--- src/rtl/llr_max_accum.sv ---
// Per-bit LLR accumulator: tracks the max path metric per hypothesis over M beats and emits max1 - max0.
// Optional feature: define LLR_SAT_EN to clip the result to the N-bit signed range.
module llr_max_accum #(
  parameter int N = 12,
  parameter int M = 8
) (
  input  logic         clk,
  input  logic         rst_n,
  input  logic         in_valid,
  output logic         in_ready,
  input  logic [N-1:0] in_metric,
  input  logic         in_bit,
  output logic         out_valid,
  input  logic         out_ready,
  output logic [N:0]   out_llr
);

  localparam int CW = $clog2(M);
  localparam logic [CW-1:0] LAST = CW'(M - 1);

  localparam logic [0:0] ACCUM = 1'b0;
  localparam logic [0:0] HOLD  = 1'b1;

  logic [0:0]          state;
  logic [N-1:0]        max0;
  logic [N-1:0]        max1;
  logic [CW-1:0]       cnt;
  logic                accept;
  logic                last_beat;
  logic [N-1:0]        max0_nxt;
  logic [N-1:0]        max1_nxt;
  logic signed [N:0]   diff;
  logic signed [N:0]   llr_nxt;

  assign accept    = (state == ACCUM) && in_valid && in_ready;
  assign last_beat = accept && (cnt == LAST);

  // Running maxima including the beat on this edge; ties keep the stored value.
  always_comb begin
    max0_nxt = max0;
    max1_nxt = max1;
    if (accept) begin
      if (in_bit == 1'b0) begin
        if (in_metric > max0) max0_nxt = in_metric;
      end else begin
        if (in_metric > max1) max1_nxt = in_metric;
      end
    end
  end

  assign diff = $signed({1'b0, max1_nxt}) - $signed({1'b0, max0_nxt});

`ifdef LLR_SAT_EN
  localparam logic signed [N:0] SAT_HI = {2'b00, {(N-1){1'b1}}};
  localparam logic signed [N:0] SAT_LO = {2'b11, {(N-1){1'b0}}};

  always_comb begin
    llr_nxt = diff;
    if (diff > SAT_HI)      llr_nxt = SAT_HI;
    else if (diff < SAT_LO) llr_nxt = SAT_LO;
  end
`else
  assign llr_nxt = diff;
`endif

  // in_ready is raised one edge after reset release and dropped while a result is held.
  always_ff @(posedge clk or negedge rst_n) begin
    if (!rst_n) begin
      state     <= ACCUM;
      in_ready  <= 1'b0;
      out_valid <= 1'b0;
      out_llr   <= '0;
      max0      <= '0;
      max1      <= '0;
      cnt       <= '0;
    end else begin
      case (state)
        ACCUM: begin
          if (last_beat) begin
            out_llr   <= llr_nxt;
            out_valid <= 1'b1;
            in_ready  <= 1'b0;
            state     <= HOLD;
            max0      <= '0;
            max1      <= '0;
            cnt       <= '0;
          end else begin
            in_ready <= 1'b1;
            max0     <= max0_nxt;
            max1     <= max1_nxt;
            if (accept) cnt <= cnt + CW'(1);
          end
        end
        HOLD: begin
          if (out_ready) begin
            out_valid <= 1'b0;
            in_ready  <= 1'b1;
            state     <= ACCUM;
          end
        end
        default: state <= ACCUM;
      endcase
    end
  end

endmodule

--- config.mk ---
export PLATFORM = sky130hd
export DESIGN_NAME = llr_max_accum
export DESIGN_NICKNAME = d
export VERILOG_FILES = /design/src/rtl/llr_max_accum.sv
export SDC_FILE = /design/constraint.sdc
export NUM_CORES = 1
export LEC_CHECK = 0
export ABC_AREA = 1
export ABC_CLOCK_PERIOD_IN_PS = 4570
export BUFFER_PORTS_ARGS = -buffer_cell sky130_fd_sc_hd__buf_2
export CAP_MARGIN = 15
export CORE_AREA = 2 2 121 76
export CTS_BUF_LIST = sky130_fd_sc_hd__clkbuf_4 sky130_fd_sc_hd__clkbuf_8 sky130_fd_sc_hd__clkbuf_16
export DETAILED_ROUTE_END_ITERATION = 16
export DIE_AREA = 0 0 123 78
export GPL_TIMING_DRIVEN = 0
export MAX_ROUTING_LAYER = met4
export PLACE_DENSITY = 0.64
export SYNTH_ARGS = -nofsm -noshare
export SYNTH_HDL_FRONTEND = slang
export SYNTH_SLANG_ARGS = --single-unit
--- constraint.sdc ---
create_clock -name clk -period 4.57 [get_ports clk]
set_input_delay 0.914 -clock clk [delete_from_list [all_inputs] [get_ports clk]]
set_output_delay 0.914 -clock clk [all_outputs]
set_load 0.02 [all_outputs]
---- After elaboration in Yosys (flattened, before gate mapping) ----
Cells that the tools add are included.
word-level totals
  register bits after elaboration ......... 43
  output and inout bits ................... 15
  bits of input ports ..................... 17
  word-level logic and storage cells ...... 41
operators by class
  bitwise logic cells ..................... 1
  eq/ne operators ......................... 3
  mux-type cells .......................... 19
  reduce and logical (&&, ||, !) cells .... 7
  add/subtract/negate cells ............... 2
  $lt $le $gt $ge ......................... 2
operators by type and width
  cell                   number
  $mux W12               8
  $gt A12 B12 Y1         2
  $sub A12 B12 Y13       1
  $mux W1                6
  $mux W3                2
  $pmux W1 S2            3
  $reduce_and A2 Y1      3
  $ne A2 B2 Y1 const B   2
  $add A3 B1 Y3 const B  1
  $eq A3 B3 Y1 const B   1
  $logic_and A1 B1 Y1    3
  $reduce_bool A2 Y1     1
  $not A1 Y1             1

---- Logic depth before layout (Yosys ltp) ----
Gate-level depths: netlist of the first run.
  depth in word-level cells ............... 6
  gate-level depth with buffers ........... 26
  gate-level depth less buffers ........... 25

---- Worst setup path after synthesis of the first run ----
Ideal clock, no wire load.
  path kind ............................... input-to-reg
  from .................................... input in_metric[9]
  to ...................................... register out_llr[8]
  setup slack ............................. 1.022 ns
  stages .................................. 22
  setup time .............................. 0.117 ns
  path buffers ............................ 1
  arrival ................................. 3.431 ns
  data required time ...................... 4.453 ns
  cells stage by stage .................... ha_1 -> a21oi_1 -> nor2_1 -> nor2_1 -> nand3_4 -> nand2_4 -> clkbuf_1 -> nand2_1 -> o21ai_0 -> inv_1 -> ha_1 -> fa_1 -> inv_1 -> nand2_1 -> nand2_1 -> nand2_2 -> nand2_2 -> nand3_1 -> nand2_1 -> nand2_1 -> nand3_1 -> nand2_1
on the way
  longest elaborated chain between the ends .. 5
  elaborated cells on any way between the ends .. 9
  classes of those cells .................. add/sub (1); order compare (2); mux (6)
ends and longest elaborated chain
  what                               RTL line  RTL
  start: declaration                 11        input logic [N-1:0] in_metric,
  $gt A12 B12 Y1 (on tied branches)  46, 44
  $mux W12 (on tied branches)        46, 44
  $mux W12                           43        if (in_bit == 1'b0) begin
  $mux W12                           42        if (accept) begin
  $sub A12 B12 Y13 *                 51        assign diff = $signed({1'b0, max1_nxt}) - $signed({1'b0, max0_nxt});
  end signal: assignment             80        out_llr <= llr_nxt;
  end: declaration                   15        output logic [N:0] out_llr
Mark *: on every way between the ends. The rest lies on a longest branch, timed or not.
A chain may end at the register's enable or synchronous reset.

---- Worst setup path after layout of the first run ----
  from .................................... input in_metric[11]
  to ...................................... register out_llr[8]
Same word-level chain as after synthesis.

==> flow_metrics.env, run 1 <==
export IMPL_place_inst=588
export IMPL_synthesis_area_per_instance_um2=7.31
export IMPL_finish_net_count=537
export IMPL_die_height_um=78
export IMPL_fp_dieW_um=123
export IMPL_irDropWorstVdd_mv=0.290
export IMPL_async_set_or_reset_register_ratio_after_synthesis_pct=100
export IMPL_timing_final_hold_violations=0
export IMPL_gr_total_overflow=0
export IMPL_post_synth_fa_ha_maj_area_fraction_pct=14.5
export IMPL_mappedNetlistNets=499
export IMPL_initial_core_util_pct=38.8
export IMPL_synthMuxAreaShare_pct=0
export IMPL_worst_min_path_class="reg2reg"
export IMPL_largest_family_of_logic_cells_by_synthesized_area="simple AND/OR/NAND/NOR gates"
export IMPL_fp_dieArea_um2=9590
export IMPL_slew_viol_final=0
export IMPL_wl_um=7700
export IMPL_hold_path_cell_count=1
export IMPL_layout_cells_most_common_list="nand2_1 (107), inv_1 (71), dfrtp_1 (43)"
export IMPL_setup_violations=0
export IMPL_r2r_end="out_llr[8]"
export IMPL_grtUsageTotal_pct=18.2
export IMPL_drcViolationCount=0
export IMPL_cts_post_setup_buffers_inserted=0
export IMPL_htreeDepth=2
export IMPL_layout_area_overhead_vs_synth_pct=13.7
export IMPL_ant_nets=0
export IMPL_worst_setup_path_end_kind="flop"
export IMPL_critPathKind="in2reg"
export IMPL_grt_antenna_before_repair=0
export IMPL_reg2reg_slack_ns=0.91
export IMPL_synth_edf_count=0
export IMPL_grt_pass1_vias=2755
export IMPL_tritoncts_sink_count=43
export IMPL_firstDrtPassIters=4
export IMPL_place_gp_congestion=0.896
export IMPL_fmax_mhz=247
export IMPL_yosys_most_used_dff="dfrtp_1"
export IMPL_clkTransAtPathRegs_ns=0.07
export IMPL_min_delay_start="state"
export IMPL_count_of_cells_along_the_worst_register_to_register_path=20
export IMPL_count_of_standard_cell_rows=26
export IMPL_number_of_cells_in_the_finished_layout_apart_from_fillers=596
export IMPL_number_of_synthesized_register_bits=43
export IMPL_synth_simple_gate_area_share_pct=32.9
export IMPL_critical_path_top_cell_by_count="nand2_1"
export IMPL_crit_arrival_ns=4.23
export IMPL_cts_tree="yes"
export IMPL_place_detailed_hpwl_um=6220
export IMPL_grt_first_pass_wirelength_um=13300
export IMPL_clock_path_buffers=2
export IMPL_clock_skew_final_ns=0.00486
export IMPL_cts_inserted_buffers=5
export IMPL_tns_ns=0
export IMPL_yosysUniqueCellTypes=31
export IMPL_worstHoldEndpoint="out_valid"
export IMPL_final_layout_size_suffix_gt1_share_pct=17.8
export IMPL_rsz_0062_raised_after_global_routing="no"
export IMPL_cts_root_buf="clkbuf_16"
export IMPL_mostFrequentLayoutCell="nand2_1"
export IMPL_cellPowerDensity_nw_per_um2=834
export IMPL_ctsHoldBuffers=0
export IMPL_synth_xor_area_share_pct=0.538
export IMPL_drv_cap=0
export IMPL_slew_headroom_pct=33.6
export IMPL_p_leak_nw=2.15
export IMPL_crit_path_top_delay_cell="clkbuf_1"
export IMPL_synth_sequential_area_ratio_pct=33.1
export IMPL_cpPeakStageDelay_ns=0.45
export IMPL_path_cells="buf_2 -> ha_1 -> a21o_1 -> nor2_1 -> nand3_4 -> nand2_4 -> clkbuf_1 -> a21oi_1 -> ha_1 -> fa_1 -> inv_1 -> nand2_1 -> nand2_1 -> nand2_2 -> nand2_2 -> nand3_1 -> nand2_1 -> nand2_1 -> nand3_1 -> nand2_1"
export IMPL_synthesis_yosys_warnings=0
export IMPL_clkLatencyLatePin_ns=0.30
export IMPL_final_cell_area_um2=3700
export IMPL_wl_per_cell_um=12.9
export IMPL_num_vias=2855
export IMPL_timing_rr_start="max1[11]"
export IMPL_cts_resized=0
export IMPL_worstPathRequired_ns=4.75
export IMPL_vias_per_cell=4.79
export IMPL_final_period_minus_worst_setup_slack_ns=4.05
export IMPL_largest_net_degree_at_the_start_of_global_routing=44
export IMPL_synth_compound_area_share_pct=8.96
export IMPL_timing_critical_path_fanout_max=10
export IMPL_boundaryPins=32
export IMPL_result_of_the_run="completed"
export IMPL_number_of_design_rule_violations_left_by_the_first_detailed_router_iteration=231
export IMPL_worst_pin_slew_ns=0.996
export IMPL_insertedDiodeCount=0
export IMPL_synth_cell_area_um2=3250
export IMPL_io_buffer_count=31
export IMPL_core_area_um2=8390
export IMPL_setup_worst_path_start_class="primary input"
export IMPL_post_synth_inst_count=445
export IMPL_post_route_period_util_pct=88.6
export IMPL_placedInstanceArea_um2=3550
==> sequential cells by signal, summed over array words and instances (netlist names) <==
signal	flops
cnt	3
max0	12
out_llr	13
state	1
max1	12
in_ready	1
out_valid	1
==> synthesized netlist by cell type (3+ instances only) <==
cell	n	share of area, %
nand2_4	5	1.7
o21ai_0	27	4.2
clkbuf_1	8	0.92
nor2_4	3	1.0
a21oi_1	14	2.2
nor2_1	37	4.3
nand2_1	107	12
dfrtp_1	43	33
nand3_1	27	4.2
inv_2	6	0.69
nand4_1	8	1.5
nand2_2	26	5.0
ha_1	36	14
a21o_1	4	0.92
inv_1	71	8.2
==> cell type report <==
type	instances	area, µm²
well taps	112	140
clock buffers	5	125
multi-input cells	315	1850
flip-flops and latches	43	1080
fillers	872	4700
clock inverters	3	23.8
inverters	78	293
repair buffers	31	155
plain buffers	9	35.0
==> metrics by stage <==
stage | setup slack [ns] | hold WS, ns | total power (W) | utilization, %
CTS | 0.541 | 0.450 | 0.00309 | 44.1
global placement | 0.324 | 0.441 | 0.00263 | 42.3
detailed placement | 0.251 | 0.450 | 0.00270 | 42.3
finish | 0.522 | 0.446 | 0.00309 | 44.1
floorplan | 1.02 | 0.421 | 0.00223 | -
global route | 0.137 | 0.475 | 0.00346 | 44.1
==> critical path: cells and delay by family <==
family                   cells  cell delay, ns
adder cells (fa/ha/maj)      3            1.02
AO/OA/AOI/OAI                2            0.37
buffers and inverters        3            0.70
AND/OR/NAND/NOR             12            1.20
==> power breakdown <==
part / internal, W / leakage, nW / total [W] / switching, W
registers: 0.000568 / 0.517 / 0.000643 / 0.0000750
logic: 0.000734 / 1.57 / 0.00207 / 0.00134
clock network: 0.000205 / 0.0664 / 0.000371 / 0.000166
total: 0.00151 / 2.15 / 0.00309 / 0.00158
==> per-layer routing <==
metal | vias up | GRT usage, % | wire (µm)
met4 | 0 | 3.98 | 85
met5 | - | - | 0
li1 | 1476 | - | -
met3 | 10 | 3.90 | 539
met2 | 74 | 25.5 | 3040
met1 | 1295 | 26.7 | 4040
==> cells by family after synthesis <==
kind of cell / after synthesis
xor+xnor: 2
buf+inv: 87
fa+ha+maj: 37
flops: 43
compound gates: 53
simple gates: 223
==> worst max path at each step <==
stage                       start          to  slack [ns]  depth (start not counted)
CTS                 in_metric[11]  out_llr[8]        0.54                         20
global placement    in_metric[11]  out_llr[8]        0.32                         20
floorplan            in_metric[9]  out_llr[8]        1.02                         22
finish              in_metric[11]  out_llr[8]        0.52                         20
global route        in_metric[11]  out_llr[8]        0.14                         19
detailed placement  in_metric[11]  out_llr[8]        0.25                         20
No activity file was read; power rests on OpenSTA's default activity.
==> run 2: changes to the inputs <==
==> config.mk (replaced) <==
export PLATFORM = sky130hd
export DESIGN_NAME = llr_max_accum
export DESIGN_NICKNAME = d
export VERILOG_FILES = /design/src/rtl/llr_max_accum.sv
export SDC_FILE = /design/constraint.sdc
export NUM_CORES = 1
export LEC_CHECK = 0
export ABC_AREA = 1
export ABC_CLOCK_PERIOD_IN_PS = 4900
export BUFFER_PORTS_ARGS = -buffer_cell sky130_fd_sc_hd__buf_2
export CAP_MARGIN = 15
export CORE_AREA = 2 2 98 62
export CTS_BUF_LIST = sky130_fd_sc_hd__clkbuf_4 sky130_fd_sc_hd__clkbuf_8 sky130_fd_sc_hd__clkbuf_16
export DETAILED_ROUTE_END_ITERATION = 16
export DIE_AREA = 0 0 100 64
export GPL_TIMING_DRIVEN = 0
export MAX_ROUTING_LAYER = met4
export PLACE_DENSITY = 0.88
export SYNTH_ARGS = -nofsm -noshare
export SYNTH_HDL_FRONTEND = slang
export SYNTH_SLANG_ARGS = --single-unit
==> constraint.sdc (replaced) <==
create_clock -name clk -period 4.9 [get_ports clk]
set_input_delay 0.98 -clock clk [delete_from_list [all_inputs] [get_ports clk]]
set_output_delay 0.98 -clock clk [all_outputs]
set_load 0.02 [all_outputs]
==> run 2 against run 1 <==
  * Via count grew 2.6%
  * Core utilization increased by 21 points
  * Global-route usage grew 7.8 points
  * Sequential power decreased by 6.4%
  * Critical endpoint is now out_llr[12]
  * Largest power group unchanged
==> flow_metrics.env, run 2 (synthesis gave the netlist of run 1 again) <==
export IMPL_result_of_the_run="completed"
export IMPL_tritoncts_sink_count=43
export IMPL_gr_total_overflow=0
export IMPL_drcViolationCount=0
export IMPL_rsz_0062_raised_after_global_routing="no"
export IMPL_io_buffer_count=31
export IMPL_worst_min_path_class="reg2reg"
export IMPL_worst_setup_path_end_kind="flop"
export IMPL_grt_antenna_before_repair=0
export IMPL_timing_rr_start="max0[11]"
export IMPL_slew_headroom_pct=33.4
export IMPL_clock_path_buffers=2
export IMPL_fmax_mhz=245
export IMPL_cts_inserted_buffers=5
export IMPL_slew_viol_final=0
export IMPL_largest_register="out_llr"
export IMPL_mostFrequentLayoutCell="nand2_1"
export IMPL_clkTransAtPathRegs_ns=0.08
export IMPL_grtUsageTotal_pct=26.0
export IMPL_boundaryPins=32
export IMPL_final_cell_area_um2=3580
export IMPL_cts_root_buf="clkbuf_8"
export IMPL_worstPathRequired_ns=5.09
export IMPL_core_area_um2=5470
export IMPL_largest_net_degree_at_the_start_of_global_routing=44
export IMPL_final_layout_size_suffix_gt1_share_pct=17.6
export IMPL_htreeDepth=2
export IMPL_crit_arrival_ns=4.28
export IMPL_irDropWorstVdd_mv=0.470
export IMPL_setup_worst_path_start_class="primary input"
export IMPL_reg_top3="out_llr: 13 flops, max0: 12 flops, max1: 12 flops"
export IMPL_firstDrtPassIters=5
export IMPL_final_period_minus_worst_setup_slack_ns=4.09
export IMPL_worst_pin_slew_ns=0.999
export IMPL_cts_resized=0
export IMPL_placedInstanceArea_um2=3490
export IMPL_grt_pass1_vias=2812
export IMPL_clock_skew_final_ns=0.00617
export IMPL_place_gp_congestion=0.940
export IMPL_fp_dieArea_um2=6400
export IMPL_cellPowerDensity_nw_per_um2=772
export IMPL_count_of_standard_cell_rows=21
export IMPL_insertedDiodeCount=0
export IMPL_p_leak_nw=2.13
export IMPL_post_route_period_util_pct=83.4
export IMPL_wl_per_cell_um=13.6
export IMPL_layout_area_overhead_vs_synth_pct=10.1
export IMPL_setup_violations=0
export IMPL_drv_cap=0
export IMPL_number_of_cells_in_the_finished_layout_apart_from_fillers=552
export IMPL_grt_first_pass_wirelength_um=12800
export IMPL_layout_cells_most_common_list="nand2_1 (107), inv_1 (71), dfrtp_1 (43)"
export IMPL_cp_startpoint="in_metric[11]"
export IMPL_finish_net_count=537
export IMPL_critPathKind="in2reg"
export IMPL_timing_final_hold_violations=0
export IMPL_vias_per_cell=5.30
export IMPL_tns_ns=0
export IMPL_largest_register_ff_count=13
export IMPL_clkLatencyLatePin_ns=0.30
export IMPL_power_total_w=0.00276
export IMPL_timing_critical_path_fanout_max=10
export IMPL_cts_post_setup_buffers_inserted=0
export IMPL_post_route_util_pct=65.5
export IMPL_number_of_design_rule_violations_left_by_the_first_detailed_router_iteration=187
export IMPL_ctsHoldBuffers=0
export IMPL_initial_core_util_pct=59.5
export IMPL_cts_tree="yes"
export IMPL_min_delay_start="state"
export IMPL_fp_dieW_um=100
export IMPL_place_detailed_hpwl_um=5990
export IMPL_num_vias=2928
export IMPL_die_height_um=64
export IMPL_ant_nets=0
export IMPL_place_inst=545
export IMPL_wl_um=7520
## run 2: cell types whose count changed in the layout (fill, tap and decap cells not counted), sizes merged
cell / delta
clkinvlp: -2
inv: -1
clkinv: +1
clkbuf: +1
## run 2: area by class of cell
cell class,instances,area [µm²]
timing repair buffer,31,155
sequential,43,1080
buffer,9,35.0
clock inverter,1,5.00
tap,69,86.3
multi-input combinational,315,1850
clock buffer,6,82.6
fill,483,1880
inverter,78,293
## run 2: worst paths after layout
check	cells past startpoint	slack, ns	end
max	26	0.81	out_llr[12]
min	1	0.46	out_valid
max reg2reg	26	1.27	out_llr[12]
min reg2reg	1	0.46	out_valid
max in group asynchronous	1	3.43	max1[8]
min in group asynchronous	1	0.83	max1[2]
## run 2: power breakdown
part,internal [W],total (W),switching (W),leakage (nW)
combinational,0.000683,0.00193,0.00125,1.57
sequential,0.000529,0.000602,0.0000725,0.517
clock,0.000111,0.000231,0.000120,0.0470
## run 2: metal layers
metal / GRT usage [%] / wire, µm / vias to the layer above
met5: - / 0 / -
met1: 36.9 / 3630 / 1362
met3: 4.27 / 460 / 9
met2: 39.9 / 3380 / 78
li1: - / - / 1479
met4: 5.14 / 58 / 0
## run 2: through the flow
stage               hold slack [ns]  setup WS, ns
floorplan                     0.421          1.29
finish                        0.457         0.811
CTS                           0.463         0.886
global route                  0.488         0.535
global placement              0.438         0.683
detailed placement            0.452         0.597
## run 2: critical path, stage by stage
cell	delay, ns
buf_2	0.13
ha_1	0.32
nand2_1	0.09
inv_2	0.06
nand2_2	0.07
nor2_4	0.16
nand2_2	0.06
nand2_2	0.06
inv_2	0.06
nand2_4	0.10
clkbuf_1	0.43
nand2_1	0.08
o21ai_0	0.15
inv_1	0.08
ha_1	0.22
fa_1	0.42
inv_1	0.13
nand2_1	0.06
nand2_1	0.07
nand2_2	0.06
nand2_2	0.08
nand3_1	0.09
nand2_1	0.12
nand2_1	0.06
nand4_1	0.07
nand2_1	0.06
